[config.mk]
export PLATFORM = sky130hd
export DESIGN_NAME = div_sched_flat
export DESIGN_NICKNAME = d
export VERILOG_FILES = /design/src/rtl/div_sched_if.sv /design/src/rtl/div_sched.sv /design/src/flat_wrapper.sv
export SDC_FILE = /design/constraint.sdc
export NUM_CORES = 1
export LEC_CHECK = 0
export ABC_AREA = 0
export BUFFER_PORTS_ARGS = -buffer_cell sky130_fd_sc_hd__clkbuf_2
export CORE_MARGIN = 3
export CORE_UTILIZATION = 32
export CTS_CLUSTER_DIAMETER = 30
export DETAILED_ROUTE_END_ITERATION = 8
export GPL_ROUTABILITY_DRIVEN = 1
export SETUP_SLACK_MARGIN = 0.5
export SLEW_MARGIN = 20
export SYNTH_ARGS = -nofsm -noshare
export SYNTH_HDL_FRONTEND = slang
export SYNTH_SLANG_ARGS = --single-unit
[constraint.sdc]
create_clock -name clk -period 3.4 [get_ports clk]
set_clock_uncertainty 0.2 [all_clocks]
set_input_delay 0.17 -clock clk [delete_from_list [all_inputs] [get_ports clk]]
set_output_delay 0.17 -clock clk [all_outputs]
set_load 0.005 [all_outputs]
[src/rtl/div_sched_if.sv]
// Bundle of requester-side and divider-side signals for the divider scheduler.
interface div_sched_if #(
  parameter int unsigned NREQ = 4,
  parameter int unsigned W    = 4
);
  // requester side
  logic [NREQ-1:0]   req;
  logic [NREQ*W-1:0] did_in;
  logic [NREQ*W-1:0] dir_in;
  logic [NREQ-1:0]   ack;
  logic [NREQ-1:0]   rsp_valid;
  logic [W-1:0]      q_out;
  logic [W-1:0]      r_out;
  logic              dz;
  logic              to;
  logic              busy;
  // divider side
  logic              st;
  logic [W-1:0]      did;
  logic [W-1:0]      dir;
  logic              done;
  logic [W-1:0]      q;
  logic [W-1:0]      r;

  modport slave (
    input  req, did_in, dir_in, done, q, r,
    output ack, rsp_valid, q_out, r_out, dz, to, busy, st, did, dir
  );

  modport master (
    output req, did_in, dir_in, done, q, r,
    input  ack, rsp_valid, q_out, r_out, dz, to, busy, st, did, dir
  );
endinterface

[src/rtl/div_sched.sv]
// Round-robin scheduler sharing one sequential divider among NREQ requesters.
// Captures operands, pulses the divider start, guards the wait with a watchdog,
// short-circuits divide-by-zero and returns the result to the granted requester.
module div_sched #(
  parameter int unsigned NREQ    = 4,
  parameter int unsigned W       = 4,
  parameter int unsigned TIMEOUT = 15
) (
  input logic        clk,
  input logic        rst,
  div_sched_if.slave bus
);
  localparam int unsigned GW = (NREQ > 1) ? $clog2(NREQ) : 1;

  typedef enum logic [1:0] {StIdle, StIssue, StWait, StResp} state_e;

  state_e          state_q, state_d;
  logic [GW-1:0]   last_q, last_d;
  logic [GW-1:0]   gnt_q, gnt_d;
  logic [7:0]      wdog_q, wdog_d;
  logic [W-1:0]    did_q, did_d;
  logic [W-1:0]    dir_q, dir_d;
  logic [W-1:0]    qo_q, qo_d;
  logic [W-1:0]    ro_q, ro_d;
  logic            dz_q, dz_d;
  logic            to_q, to_d;
  logic [NREQ-1:0] ack_q, ack_d;

  logic            found;
  logic [GW-1:0]   pick;
  logic [GW-1:0]   idx;
  logic [W-1:0]    pick_did;
  logic [W-1:0]    pick_dir;
  logic [NREQ-1:0] ack_sel;
  logic [NREQ-1:0] rsp_sel;
  logic [7:0]      wdog_inc;

  // Round-robin search: first set req bit starting just above the last grant.
  always_comb begin
    found = 1'b0;
    pick  = last_q;
    idx   = '0;
    for (int unsigned i = 1; i <= NREQ; i++) begin
      idx = GW'((32'(last_q) + i) % NREQ);
      if (!found && bus.req[idx]) begin
        found = 1'b1;
        pick  = idx;
      end
    end
  end

  // Operand mux and one-hot decodes for the picked and the granted requester.
  always_comb begin
    pick_did = '0;
    pick_dir = '0;
    ack_sel  = '0;
    rsp_sel  = '0;
    for (int unsigned i = 0; i < NREQ; i++) begin
      if (GW'(i) == pick) begin
        pick_did   = bus.did_in[i*W +: W];
        pick_dir   = bus.dir_in[i*W +: W];
        ack_sel[i] = 1'b1;
      end
      rsp_sel[i] = (GW'(i) == gnt_q);
    end
  end

  assign wdog_inc = wdog_q + 8'd1;

  // Next-state and register updates for the IDLE/ISSUE/WAIT/RESP sequence.
  always_comb begin
    state_d = state_q;
    last_d  = last_q;
    gnt_d   = gnt_q;
    wdog_d  = wdog_q;
    did_d   = did_q;
    dir_d   = dir_q;
    qo_d    = qo_q;
    ro_d    = ro_q;
    dz_d    = dz_q;
    to_d    = to_q;
    ack_d   = '0;
    unique case (state_q)
      StIdle: begin
        if (found) begin
          gnt_d = pick;
          did_d = pick_did;
          dir_d = pick_dir;
          ack_d = ack_sel;
          if (pick_dir == '0) begin
            // Divide-by-zero never touches the divider.
            qo_d    = '1;
            ro_d    = pick_did;
            dz_d    = 1'b1;
            to_d    = 1'b0;
            state_d = StResp;
          end else begin
            state_d = StIssue;
          end
        end
      end
      StIssue: begin
        wdog_d  = '0;
        state_d = StWait;
      end
      StWait: begin
        wdog_d = wdog_inc;
        // done has priority over an expiring watchdog in the same cycle.
        if (bus.done) begin
          qo_d    = bus.q;
          ro_d    = bus.r;
          dz_d    = 1'b0;
          to_d    = 1'b0;
          state_d = StResp;
        end else if (wdog_inc == 8'(TIMEOUT)) begin
          qo_d    = '1;
          ro_d    = '1;
          dz_d    = 1'b0;
          to_d    = 1'b1;
          state_d = StResp;
        end
      end
      StResp: begin
        last_d  = gnt_q;
        state_d = StIdle;
      end
      default: state_d = StIdle;
    endcase
  end

  // State and datapath registers; reset gives requester 0 top priority.
  always_ff @(posedge clk or posedge rst) begin
    if (rst) begin
      state_q <= StIdle;
      last_q  <= GW'(NREQ - 1);
      gnt_q   <= '0;
      wdog_q  <= '0;
      did_q   <= '0;
      dir_q   <= '0;
      qo_q    <= '0;
      ro_q    <= '0;
      dz_q    <= 1'b0;
      to_q    <= 1'b0;
      ack_q   <= '0;
    end else begin
      state_q <= state_d;
      last_q  <= last_d;
      gnt_q   <= gnt_d;
      wdog_q  <= wdog_d;
      did_q   <= did_d;
      dir_q   <= dir_d;
      qo_q    <= qo_d;
      ro_q    <= ro_d;
      dz_q    <= dz_d;
      to_q    <= to_d;
      ack_q   <= ack_d;
    end
  end

  assign bus.ack       = ack_q;
  assign bus.rsp_valid = (state_q == StResp) ? rsp_sel : '0;
  assign bus.q_out     = qo_q;
  assign bus.r_out     = ro_q;
  assign bus.dz        = dz_q;
  assign bus.to        = to_q;
  assign bus.busy      = (state_q != StIdle);
  assign bus.st        = (state_q == StIssue);
  assign bus.did       = did_q;
  assign bus.dir       = dir_q;
endmodule
[src/flat_wrapper.sv]
// flat-port wrapper written by rule: the top's interface ports become plain ports
module div_sched_flat 
#(
  parameter int unsigned NREQ    = 4,
  parameter int unsigned W       = 4,
  parameter int unsigned TIMEOUT = 15
)
  (clk, rst, bus_req, bus_did_in, bus_dir_in, bus_done, bus_q, bus_r, bus_ack, bus_rsp_valid, bus_q_out, bus_r_out, bus_dz, bus_to, bus_busy, bus_st, bus_did, bus_dir);
  div_sched_if #(.NREQ(NREQ), .W(W)) bus_i ();
  input logic clk;
  input logic rst;
  input wire logic [$bits(bus_i.req)-1:0] bus_req;
  input wire logic [$bits(bus_i.did_in)-1:0] bus_did_in;
  input wire logic [$bits(bus_i.dir_in)-1:0] bus_dir_in;
  input wire logic [$bits(bus_i.done)-1:0] bus_done;
  input wire logic [$bits(bus_i.q)-1:0] bus_q;
  input wire logic [$bits(bus_i.r)-1:0] bus_r;
  output wire logic [$bits(bus_i.ack)-1:0] bus_ack;
  output wire logic [$bits(bus_i.rsp_valid)-1:0] bus_rsp_valid;
  output wire logic [$bits(bus_i.q_out)-1:0] bus_q_out;
  output wire logic [$bits(bus_i.r_out)-1:0] bus_r_out;
  output wire logic [$bits(bus_i.dz)-1:0] bus_dz;
  output wire logic [$bits(bus_i.to)-1:0] bus_to;
  output wire logic [$bits(bus_i.busy)-1:0] bus_busy;
  output wire logic [$bits(bus_i.st)-1:0] bus_st;
  output wire logic [$bits(bus_i.did)-1:0] bus_did;
  output wire logic [$bits(bus_i.dir)-1:0] bus_dir;
  assign bus_i.req = bus_req;
  assign bus_i.did_in = bus_did_in;
  assign bus_i.dir_in = bus_dir_in;
  assign bus_i.done = bus_done;
  assign bus_i.q = bus_q;
  assign bus_i.r = bus_r;
  assign bus_ack = bus_i.ack;
  assign bus_rsp_valid = bus_i.rsp_valid;
  assign bus_q_out = bus_i.q_out;
  assign bus_r_out = bus_i.r_out;
  assign bus_dz = bus_i.dz;
  assign bus_to = bus_i.to;
  assign bus_busy = bus_i.busy;
  assign bus_st = bus_i.st;
  assign bus_did = bus_i.did;
  assign bus_dir = bus_i.dir;
  div_sched #(.NREQ(NREQ), .W(W), .TIMEOUT(TIMEOUT)) u_core (.clk(clk), .rst(rst), .bus(bus_i));
endmodule
==> results of run 1 <==
==> registers in the layout, indices dropped and copies added (netlist names) <==
register          flops
u_core.bus.dir        4
u_core.bus.q_out      4
u_core.bus.r_out      4
u_core.last_q         2
u_core.gnt_q          2
u_core.state_q        2
u_core.bus.dz         1
u_core.bus.did        4
u_core.bus.to         1
u_core.wdog_q         8
u_core.bus.ack        4
==> final timing paths <==
kind	cells past startpoint	slack [ns]	endpoint	start
min reg2reg	2	0.29	u_core.bus.did[0]$_DFFE_PP0P_	u_core.bus.did[0]$_DFFE_PP0P_
max	8	0.55	u_core.bus.r_out[2]$_DFFE_PP0P_	u_core.last_q[0]$_DFFE_PP1P_
min	3	0.008	u_core.bus.r_out[1]$_DFFE_PP0P_	bus_r[1]
max in group asynchronous	4	2.35	u_core.last_q[0]$_DFFE_PP1P_	rst
min in group asynchronous	4	0.31	u_core.wdog_q[3]$_DFFE_PP0P_	rst
max reg2reg	8	0.55	u_core.bus.r_out[2]$_DFFE_PP0P_	u_core.last_q[0]$_DFFE_PP1P_
==> layer usage <==
metal / up-vias / track usage
met5: - / 0
met4: 0 / 0.0247
met3: 5 / 0.0354
met2: 51 / 0.221
met1: 904 / 0.178
li1: 979 / -
==> cells in the final DEF, fill, tap and decap left out, types with 5 or more instances in the layout <==
cell | netlist | routed
clkbuf_2 | 0 | 74
dfrtp_1 | 34 | 34
inv_1 | 29 | 29
mux2i_1 | 24 | 20
nand2_1 | 19 | 19
nor2_1 | 17 | 17
buf_4 | 1 | 9
a211oi_1 | 8 | 8
o21ai_0 | 8 | 8
o22ai_1 | 7 | 7
ha_1 | 6 | 6
mux2_2 | 5 | 5
nand3_1 | 5 | 5
clkbuf_8 | 0 | 5
dlygate4sd3_1 | 0 | 5
==> cell type report <==
class	instances	area share
sequential	36	0.303
tap	77	0.0323
multi-input combinational	155	0.423
timing repair buffer	89	0.168
clock buffer	6	0.0243
inverter	30	0.0378
clock inverter	2	0.0118
==> through the flow <==
step	hold WS, ns	instance area (sq um)	worst slack [ns]
2_1_floorplan	0.136	2200	0.746
5_1_grt	0.00931	2980	0.446
3_5_place_dp	0.0820	2640	0.230
3_3_place_gp	0.0809	2640	0.310
6_report	0.00755	2980	0.554
4_1_cts	0.00623	2820	0.501
==> worst min-delay path, cell delays in order <==
cell	delay (ns)
clkbuf_2	0.08
o22ai_1	0.07
mux2i_1	0.12
==> power groups by stage <==
stage / Clock [mW] / Sequential [mW] / Combinational, mW
6_report: 0.369 / 0.737 / 1.39
5_1_grt: 0.404 / 0.763 / 1.53
4_1_cts: 0.380 / 0.740 / 1.21
3_5_place_dp: 0 / 0.746 / 1.17
3_3_place_gp: 0 / 0.743 / 1.15
2_1_floorplan: 0 / 0.711 / 0.851
==> logic make-up (layout without fill, tap and decap cells) <==
| logic type | after synthesis | count (layout) | synth area share |
|---|---|---|---|
| and+or+nand+nor | 64 | 64 | 0.144 |
| AOI/OAI and AO/OA | 50 | 50 | 0.173 |
| buffers and inverters | 39 | 127 | 0.0735 |
| DFF | 36 | 36 | 0.411 |
| muxes | 31 | 31 | 0.149 |
| adders and majority gates | 6 | 6 | 0.0342 |
| xor gates and xnor gates | 4 | 4 | 0.0159 |
==> what timing repair did <==
action                     CTS  global route
hold buffers                 5             0
gates resized for setup      0            20
setup endpoints to repair   10             9
buffers inserted             3             4
pin swaps                    3             4
hold endpoints to repair    38             0
==> reports/metrics.csv, run 1 <==
metric,value,unit
critical setup path kind,reg2reg,
Mapped Cells,230,
fin cells,395,
IO buf count,74,
Worst Hold Class,in2reg,
Congestion Overflow GR,0,
Ports,75,
DIE HEIGHT,88.9,um
wl on met1,2.56,mm
Final Net Count,370,
placed cells,375,
Clk pwr share,0.148,
fillers,615,
Yosys top cell area share,0.387,
CP Capture Type,flop,
Final period util,0.837,
sequential-to-total area share from yosys stat,0.411,
starting density of the core,0.338,
synth cell count leaders,"dfrtp_1, inv_1, mux2i_1",
Final HPWL DP,4.14,mm
Yosys warning count,0,
Util after Layout,0.459,
VDD IR-drop max,0.000410,V
Max Cap Violations,0,
DRT iter0 DRCs,67,
Seq cells post-synth,36,
post-DR wirelength/cell,13.9,um
CTS Buf Count,5,
Leak Pwr,1.50,nW
"Primary FF master, synth",dfrtp_1,
DR top layer,met4,
most common cell in the netlist,dfrtp_1,
global-route wire length before repair,8.42,mm
Total GRT Usage,0.134,
crit path buf inv count,2,
Core Region,6490,sq um
Final ANT Viol Nets,0,
slowest library cell on the worst path,dfstp_2,
synth unique cells,45,
Worst Path Arrival,2.81,ns
worst skew pair latency,0.28,ns
Design Power,2.49,mW
ys async rst share,1.00,
share of layout cells above drive strength 1,0.374,
cell area after synthesis,2200,sq um
P_sw,1.00,mW
WL final,5.50,mm
DRT Pass-1 Iters,4,
Worst Path Required,3.37,ns
Max transition margin,0.509,
pwr/cell area,837,nW/um^2
syn avg cell area,9.55,sq um
antenna violations before repair,0,
largest net degree at the start of global routing,37,
CP max stage delay,0.57,ns
Clock transition at path regs,0.07,ns
Worst path top cell family by delay,compound AO/OA/AOI/OAI gates,
CP Cell Sequence,inv_1 -> o32a_4 -> a32oi_2 -> mux2i_4 -> nor4_4 -> o211ai_1 -> buf_4 -> mux2_4,
clk sinks,36,
die width,88.9,um
vias in the first global route,1812,
DRC,0,
setup TNS after final layout,0,ns
worst-case clock buffer depth,2,
clock root cell,clkbuf_8,
measured slew at the worst slew-check pin,0.734,ns
outcome,"complete, no violations",
via density per instance,4.91,
# diodes,0,
Synth area leaders,"dfrtp_1, mux2i_1, inv_1",
crit path launch type,flop,
RePlAce Congestion,0.757,
wire length on met3,306,um
H-tree Lvls,2,
Logic pwr share,0.557,
Final min period,2.85,ns
Synthesized Nets,283,
Fmax,351,MHz
"EDFF count, synth",0,
Flop pwr share,0.295,
total die area,7900,sq um
met2 routed WL,2.60,mm
Row Count,29,
"area leader, netlist",dfrtp_1,
multi-input logic area,1260,sq um
RSZ-0062 raised after global routing,false,
area grow syn2layout,35.6,%
crit path max fanout,10,
Internal Power,1.49,mW
via count,1939,
Finish-stage setup viols,0,
final slew viol count,0,
final hold vios,0,
Reg area,903,sq um
Net Sw Frac,0.401,
CTS tree,yes,
Power figures use the tool's default switching activity.
==> run 2, diff against run 1 <==
--- a/config.mk
+++ b/config.mk
@@ -5,7 +5,7 @@
 export SDC_FILE = /design/constraint.sdc
 export NUM_CORES = 1
 export LEC_CHECK = 0
-export ABC_AREA = 0
+export ABC_AREA = 1
 export BUFFER_PORTS_ARGS = -buffer_cell sky130_fd_sc_hd__clkbuf_2
 export CORE_MARGIN = 3
 export CORE_UTILIZATION = 32
==> constraint.sdc (replaced) <==
create_clock -name clk -period 2.9 [get_ports clk]
set_clock_uncertainty 0.2 [all_clocks]
set_input_delay 0.145 -clock clk [delete_from_list [all_inputs] [get_ports clk]]
set_output_delay 0.145 -clock clk [all_outputs]
set_load 0.005 [all_outputs]
==> reports/metrics.csv, run 2 <==
metric,value,unit,change
Worst Path Required,2.89,ns,-0.48 ns
met1 Usage GRT,0.203,,+0.0249
Top reg by flops,u_core.wdog_q,,
crit path launch type,flop,,
"area leader, netlist",dfrtp_1,,
via count,2372,,+22%
starting density of the core,0.339,,+0.000963
Clk pwr share,0.093,,-0.055
CTS tree,yes,,
RePlAce Congestion,0.837,,+11%
WL final,6.36,mm,+16%
Design Power,4.76,mW,+91%
Post-Place Worst Slack,0.0583,ns,-0.172 ns
post-DR wirelength/cell,12.7,um,-8.7%
H-tree Lvls,2,,unchanged
Max Cap Violations,0,,unchanged
R2R setup slack,0.33,ns,-0.22 ns
Clock transition at path regs,0.08,ns,about the same
Net Sw Frac,0.486,,+0.0857
Synthesized Nets,360,,+27%
slowest library cell on the worst path,dfstp_2,,
sequential-to-total area share from yosys stat,0.410,,-0.00117
antenna violations before repair,0,,unchanged
P_sw,2.31,mW,+130%
Worst Path Arrival,2.56,ns,-0.25 ns
Internal Power,2.44,mW,+63%
area grow syn2layout,53.2,%,
Flop pwr share,0.182,,-0.113
final hold vios,0,,unchanged
Util after Layout,0.520,,+0.0607
clock root cell,clkbuf_8,,
Total GRT Usage,0.152,,+0.0178
"EDFF count, synth",0,,unchanged
grt peak-use layer,met2,,
crit path max fanout,8,,-2
worst skew pair latency,0.29,ns,about the same
CTS Buf Count,5,,unchanged
Final Net Count,475,,+28%
CP Cell Sequence,buf_6 -> nand2_2 -> nand2_4 -> nand2_4 -> nand2_8 -> inv_4 -> nand3_4 -> nand3_4 -> nand2_8 -> nor2_4 -> nand2_1 -> nand4_1 -> nor2_2 -> nand2_2 -> nand2_8 -> nand2_4 -> nand2_1 -> nand2_1,,
total die area,7920,sq um,+0.27%
Row Count,29,,unchanged
"Primary FF master, synth",dfrtp_1,,
"most common cell after layout, fill and taps aside",nand2_1,,
CP max stage delay,0.57,ns,about the same
most frequent cells in the layout,"nand2_1, clkbuf_2, dfrtp_1",,
clk sinks,36,,unchanged
share of layout cells above drive strength 1,0.418,,+0.0442
Fmax,389,MHz,+11%
ys async rst share,1.00,,unchanged
DRT Pass-1 Iters,4,,unchanged
Leak Pwr,1.76,nW,+17%
Final period util,0.886,,+0.0492
final worst slack,0.330,ns,-0.224 ns
Yosys warning count,0,,unchanged
Final ANT Viol Nets,0,,unchanged
final slew viol count,0,,unchanged
Ports,75,,unchanged
global-route wire length before repair,9.54,mm,+13%
pwr/cell area,1410,nW/um^2,+68%
placed cell areas,2690,sq um,+1.8%
RSZ-0062 raised after global routing,true,,
most common cell in the netlist,nand2_1,,
Final min period,2.57,ns,-0.276 ns
M2 GR Usage,0.251,,+0.0297
Synth area leaders,"dfrtp_1, nand2_1, nand3_1",,
IO buf count,74,,unchanged
VDD IR-drop max,0.000510,V,+24%
Yosys top cell area share,0.386,,-0.00110
critical setup path kind,reg2reg,,
Logic pwr share,0.724,,+0.167
synth cell count leaders,"nand2_1, dfrtp_1, nand3_1",,
Congestion Overflow GR,0,,unchanged
DRT iter0 DRCs,84,,+25%
Final HPWL DP,4.47,mm,+7.9%
syn avg cell area,7.18,sq um,-25%
setup TNS after final layout,0,ns,unchanged
fin cells,500,,+27%
Mapped Cells,307,,+33%
placed cells,457,,+22%
Seq cells post-synth,36,,unchanged
Finish-stage setup viols,0,,unchanged
CP Capture Type,flop,,
die width,89.0,um,+0.14%
vias in the first global route,2098,,+16%
largest net degree at the start of global routing,20,,-46%
# diodes,0,,unchanged
fillers,611,,-0.65%
cell area after synthesis,2200,sq um,+0.28%
outcome,"complete, no violations",,
Final Cell Area,3370,sq um,+13%
worst-case clock buffer depth,2,,unchanged
max reg flops,8,,unchanged
DRC,0,,unchanged
via density per instance,4.74,,-3.4%
Max transition margin,0.523,,+0.0138
measured slew at the worst slew-check pin,0.715,ns,-0.0187 ns
synth unique cells,31,,-31%
Min Hold Slack,0.00536,ns,-0.00219 ns
Core Region,6490,sq um,unchanged
DIE HEIGHT,89.0,um,+0.14%
Worst Hold Class,in2reg,,
met3 usage,0.0387,,+0.00333
==> run 2: what timing repair did <==
item                                    CTS  global route
endpoints found under the setup margin   15            15
buffers inserted                         15             9
pin swaps                                14            30
gates cloned                              3             0
hold endpoints to repair                 25             0
hold buffers                              8             0
resized for setup                        13            58
==> run 2: per-layer routing <==
metal  share of wire  vias up  routed length (um)
li1                -     1221                   -
met1            0.44     1089                2790
met2            0.50       55                3160
met3           0.056        7                 359
met4          0.0090        0                  57
met5               0        -                   0
==> run 2: final cells by class <==
type                       instances  area (sq um)  share of cell area
multi-input combinational        234          1410               0.419
sequential                        36           903               0.268
timing repair buffer             114           719               0.213
inverter                          31           131              0.0389
tap                               77          96.3              0.0286
clock buffer                       5          68.8              0.0204
clock inverter                     3          42.5              0.0126
==> run 2: critical path, delay by kind of cell (launching register included) <==
kind / cells / cell delay, ns
simple gates: 16 / 1.51
flops: 1 / 0.57
buf+inv: 2 / 0.18
==> run 2: final timing paths <==
path                       depth (start not counted)                       startpoint                         endpoint
max reg2reg                                       18     u_core.last_q[0]$_DFFE_PP1P_        u_core.bus.to$_DFFE_PP0P_
max in group asynchronous                          4                              rst     u_core.last_q[0]$_DFFE_PP1P_
max                                               18     u_core.last_q[0]$_DFFE_PP1P_        u_core.bus.to$_DFFE_PP0P_
min in group asynchronous                          3                              rst  u_core.bus.q_out[3]$_DFFE_PP0P_
min                                                5                    bus_did_in[7]    u_core.bus.did[3]$_DFFE_PP0P_
min reg2reg                                        2  u_core.bus.q_out[3]$_DFFE_PP0P_  u_core.bus.q_out[3]$_DFFE_PP0P_
==> run 2: power groups by stage <==
stage	registers [mW]	logic [mW]	clock network (mW)
6_report	0.867	3.45	0.445
5_1_grt	0.897	3.84	0.480
4_1_cts	0.865	2.74	0.452
3_5_place_dp	0.876	2.31	0
3_3_place_gp	0.873	2.29	0
2_1_floorplan	0.857	1.70	0
==> run 2: cells by family after synthesis <==
group,Yosys count,share of synthesized area
AOI/OAI and AO/OA,24,0.0602
xor gates and xnor gates,6,0.0238
adders and majority gates,6,0.0341
buffers and inverters,39,0.0778
DFF,36,0.410
and+or+nand+nor,196,0.394
==> run 3, diff against run 2 <==
--- a/config.mk
+++ b/config.mk
@@ -7,11 +7,14 @@
 export LEC_CHECK = 0
 export ABC_AREA = 1
 export BUFFER_PORTS_ARGS = -buffer_cell sky130_fd_sc_hd__clkbuf_2
+export CORE_ASPECT_RATIO = 0.7
 export CORE_MARGIN = 3
-export CORE_UTILIZATION = 32
+export CORE_UTILIZATION = 50
+export CTS_BUF_LIST = sky130_fd_sc_hd__clkbuf_8
 export CTS_CLUSTER_DIAMETER = 30
 export DETAILED_ROUTE_END_ITERATION = 8
 export GPL_ROUTABILITY_DRIVEN = 1
+export PLACE_DENSITY = 0.8
 export SETUP_SLACK_MARGIN = 0.5
 export SLEW_MARGIN = 20
 export SYNTH_ARGS = -nofsm -noshare
==> reports/metrics.csv, run 3 (synthesis results as in run 2) <==
metric,value,unit,change
Final Cell Area,3150,sq um,-6.5%
Total GRT Usage,0.262,,+0.111
P_sw,2.28,mW,-1.6%
Net Sw Frac,0.516,,+0.0295
largest net degree at the start of global routing,37,,+85%
measured slew at the worst slew-check pin,0.468,ns,-0.247 ns
post-DR wirelength/cell,14.4,um,+13%
Logic pwr share,0.724,,about the same
Worst Hold Class,in2reg,,
clock root cell,clkbuf_8,,
final slew viol count,0,,unchanged
CTS tree,yes,,
global-route wire length before repair,10.4,mm,+9.0%
DIE HEIGHT,61.5,um,-31%
Max Cap Violations,0,,unchanged
die width,85.3,um,-4.1%
RePlAce Congestion,0.941,,+12%
crit path launch type,flop,,
total die area,5250,sq um,-34%
Internal Power,2.14,mW,-13%
Final ANT Viol Nets,0,,unchanged
Design Power,4.42,mW,-7.2%
hold path cells,4,,-1
CP Capture Type,flop,,
Worst Path Arrival,2.65,ns,+0.09 ns
starting density of the core,0.539,,+0.200
area grow syn2layout,43.2,%,
DRC,0,,unchanged
antenna violations before repair,0,,unchanged
placed cells,432,,-5.5%
fillers,301,,-51%
Final Net Count,468,,-1.5%
Finish-stage setup viols,0,,unchanged
clk sinks,36,,unchanged
via density per instance,5.24,,+10%
IO buf count,74,,unchanged
via count,2446,,+3.1%
Leak Pwr,1.68,nW,-4.2%
setup TNS after final layout,0,ns,unchanged
"most common cell after layout, fill and taps aside",nand2_1,,
worst skew pair latency,0.30,ns,about the same
crit path max fanout,7,,-1
Clock transition at path regs,0.07,ns,about the same
Max transition margin,0.688,,+0.165
Clk pwr share,0.077,,-0.016
placed cell areas,2650,sq um,-1.2%
pwr/cell area,1400,nW/um^2,-0.71%
Congestion Overflow GR,0,,unchanged
# diodes,0,,unchanged
max reg flops,8,,unchanged
Core Region,4090,sq um,-37%
vias in the first global route,2220,,+5.8%
RSZ-0062 raised after global routing,true,,
Row Count,19,,-34%
DRT iter0 DRCs,200,,+140%
VDD IR-drop max,0.000867,V,+70%
Worst Path Required,2.89,ns,about the same
reg2reg path depth,17,,-1
critical setup path kind,reg2reg,,
WL final,6.73,mm,+5.9%
share of layout cells above drive strength 1,0.395,,-0.0233
fin cells,467,,-6.6%
Top reg by flops,u_core.wdog_q,,
CTS Buf Count,5,,unchanged
Ports,75,,unchanged
Flop pwr share,0.199,,+0.017
multi-input logic area,1340,sq um,-5.1%
Final period util,0.920,,+0.0333
H-tree Lvls,2,,unchanged
worst-case clock buffer depth,2,,unchanged
most frequent cells in the layout,"nand2_1, clkbuf_2, dfrtp_1",,
final hold vios,0,,unchanged
outcome,"complete, no violations",,
DRT Pass-1 Iters,4,,unchanged
Final HPWL DP,4.42,mm,-1.2%
Reg area,903,sq um,unchanged
Final min period,2.67,ns,+0.0965 ns
Fmax,375,MHz,-3.6%
==> run 3: final timing paths <==
kind	from	endpoint	slack, ns
worst min register to register	u_core.bus.q_out[1]$_DFFE_PP0P_	u_core.bus.q_out[1]$_DFFE_PP0P_	0.28
min in group asynchronous	rst	u_core.gnt_q[1]$_DFFE_PP0P_	0.29
max in group asynchronous	rst	u_core.last_q[0]$_DFFE_PP1P_	1.87
worst min-delay path	bus_did_in[14]	u_core.bus.did[2]$_DFFE_PP0P_	0.004
worst max-delay path	u_core.last_q[0]$_DFFE_PP1P_	u_core.bus.r_out[2]$_DFFE_PP0P_	0.23
worst max register to register	u_core.last_q[0]$_DFFE_PP1P_	u_core.bus.r_out[2]$_DFFE_PP0P_	0.23
==> run 3: what timing repair did <==
| action | CTS | global route |
|---|---|---|
| resized for setup | 28 | 24 |
| endpoints found under the hold margin | 41 | 0 |
| pin swaps | 21 | 21 |
| cloned | 3 | 0 |
| setup endpoints to repair | 15 | 16 |
| setup buffers | 14 | 3 |
| hold buffers | 8 | 0 |
==> run 3: layout make-up <==
type / count / share of cell area
multi-input combinational: 235 / 0.425
sequential: 36 / 0.286
timing repair buffer: 106 / 0.203
inverter: 31 / 0.0401
clock buffer: 5 / 0.0218
tap: 52 / 0.0206
clock inverter: 2 / 0.00278
==> run 3: stage by stage <==
step,setup slack [ns],hold WS [ns],utilization
final,0.233,0.00394,0.771
after global routing,0.0913,0.0335,0.771
after CTS,0.301,0.00243,0.746
after detailed placement,0.0874,0.0561,0.649
after global placement,0.214,0.0548,0.649
after floorplan,0.467,0.111,-
==> run 3: per-layer routing <==
metal  GRT usage  wire length (um)  vias up
met4       0.135               152        0
li1            -                 -     1202
met1       0.348              3050     1119
met3      0.0735               559       21
met2       0.399              2970      104
met5           0                 0        -
==> run 3: worst max-delay path, cell delays in order (launching register included) <==
cell     delay, ns
dfstp_2       0.58
inv_4         0.07
buf_4         0.14
nand2_1       0.08
nand3_2       0.10
or2_4         0.27
nand3_4       0.14
nand2_8       0.09
inv_6         0.08
nand2_1       0.07
nand3_2       0.09
nand2_1       0.05
nor2_1        0.12
nand2_2       0.11
nand2_4       0.14
nand2_4       0.09
nand2_1       0.08
nand2_1       0.04
==> run 3: power groups by stage <==
stage	Combinational [mW]	Clock, mW	Sequential, mW
after floorplan	1.70	0	0.857
after global placement	2.29	0	0.866
after detailed placement	2.33	0	0.877
after CTS	2.91	0.344	0.869
after global routing	3.52	0.362	0.906
final	3.20	0.341	0.878
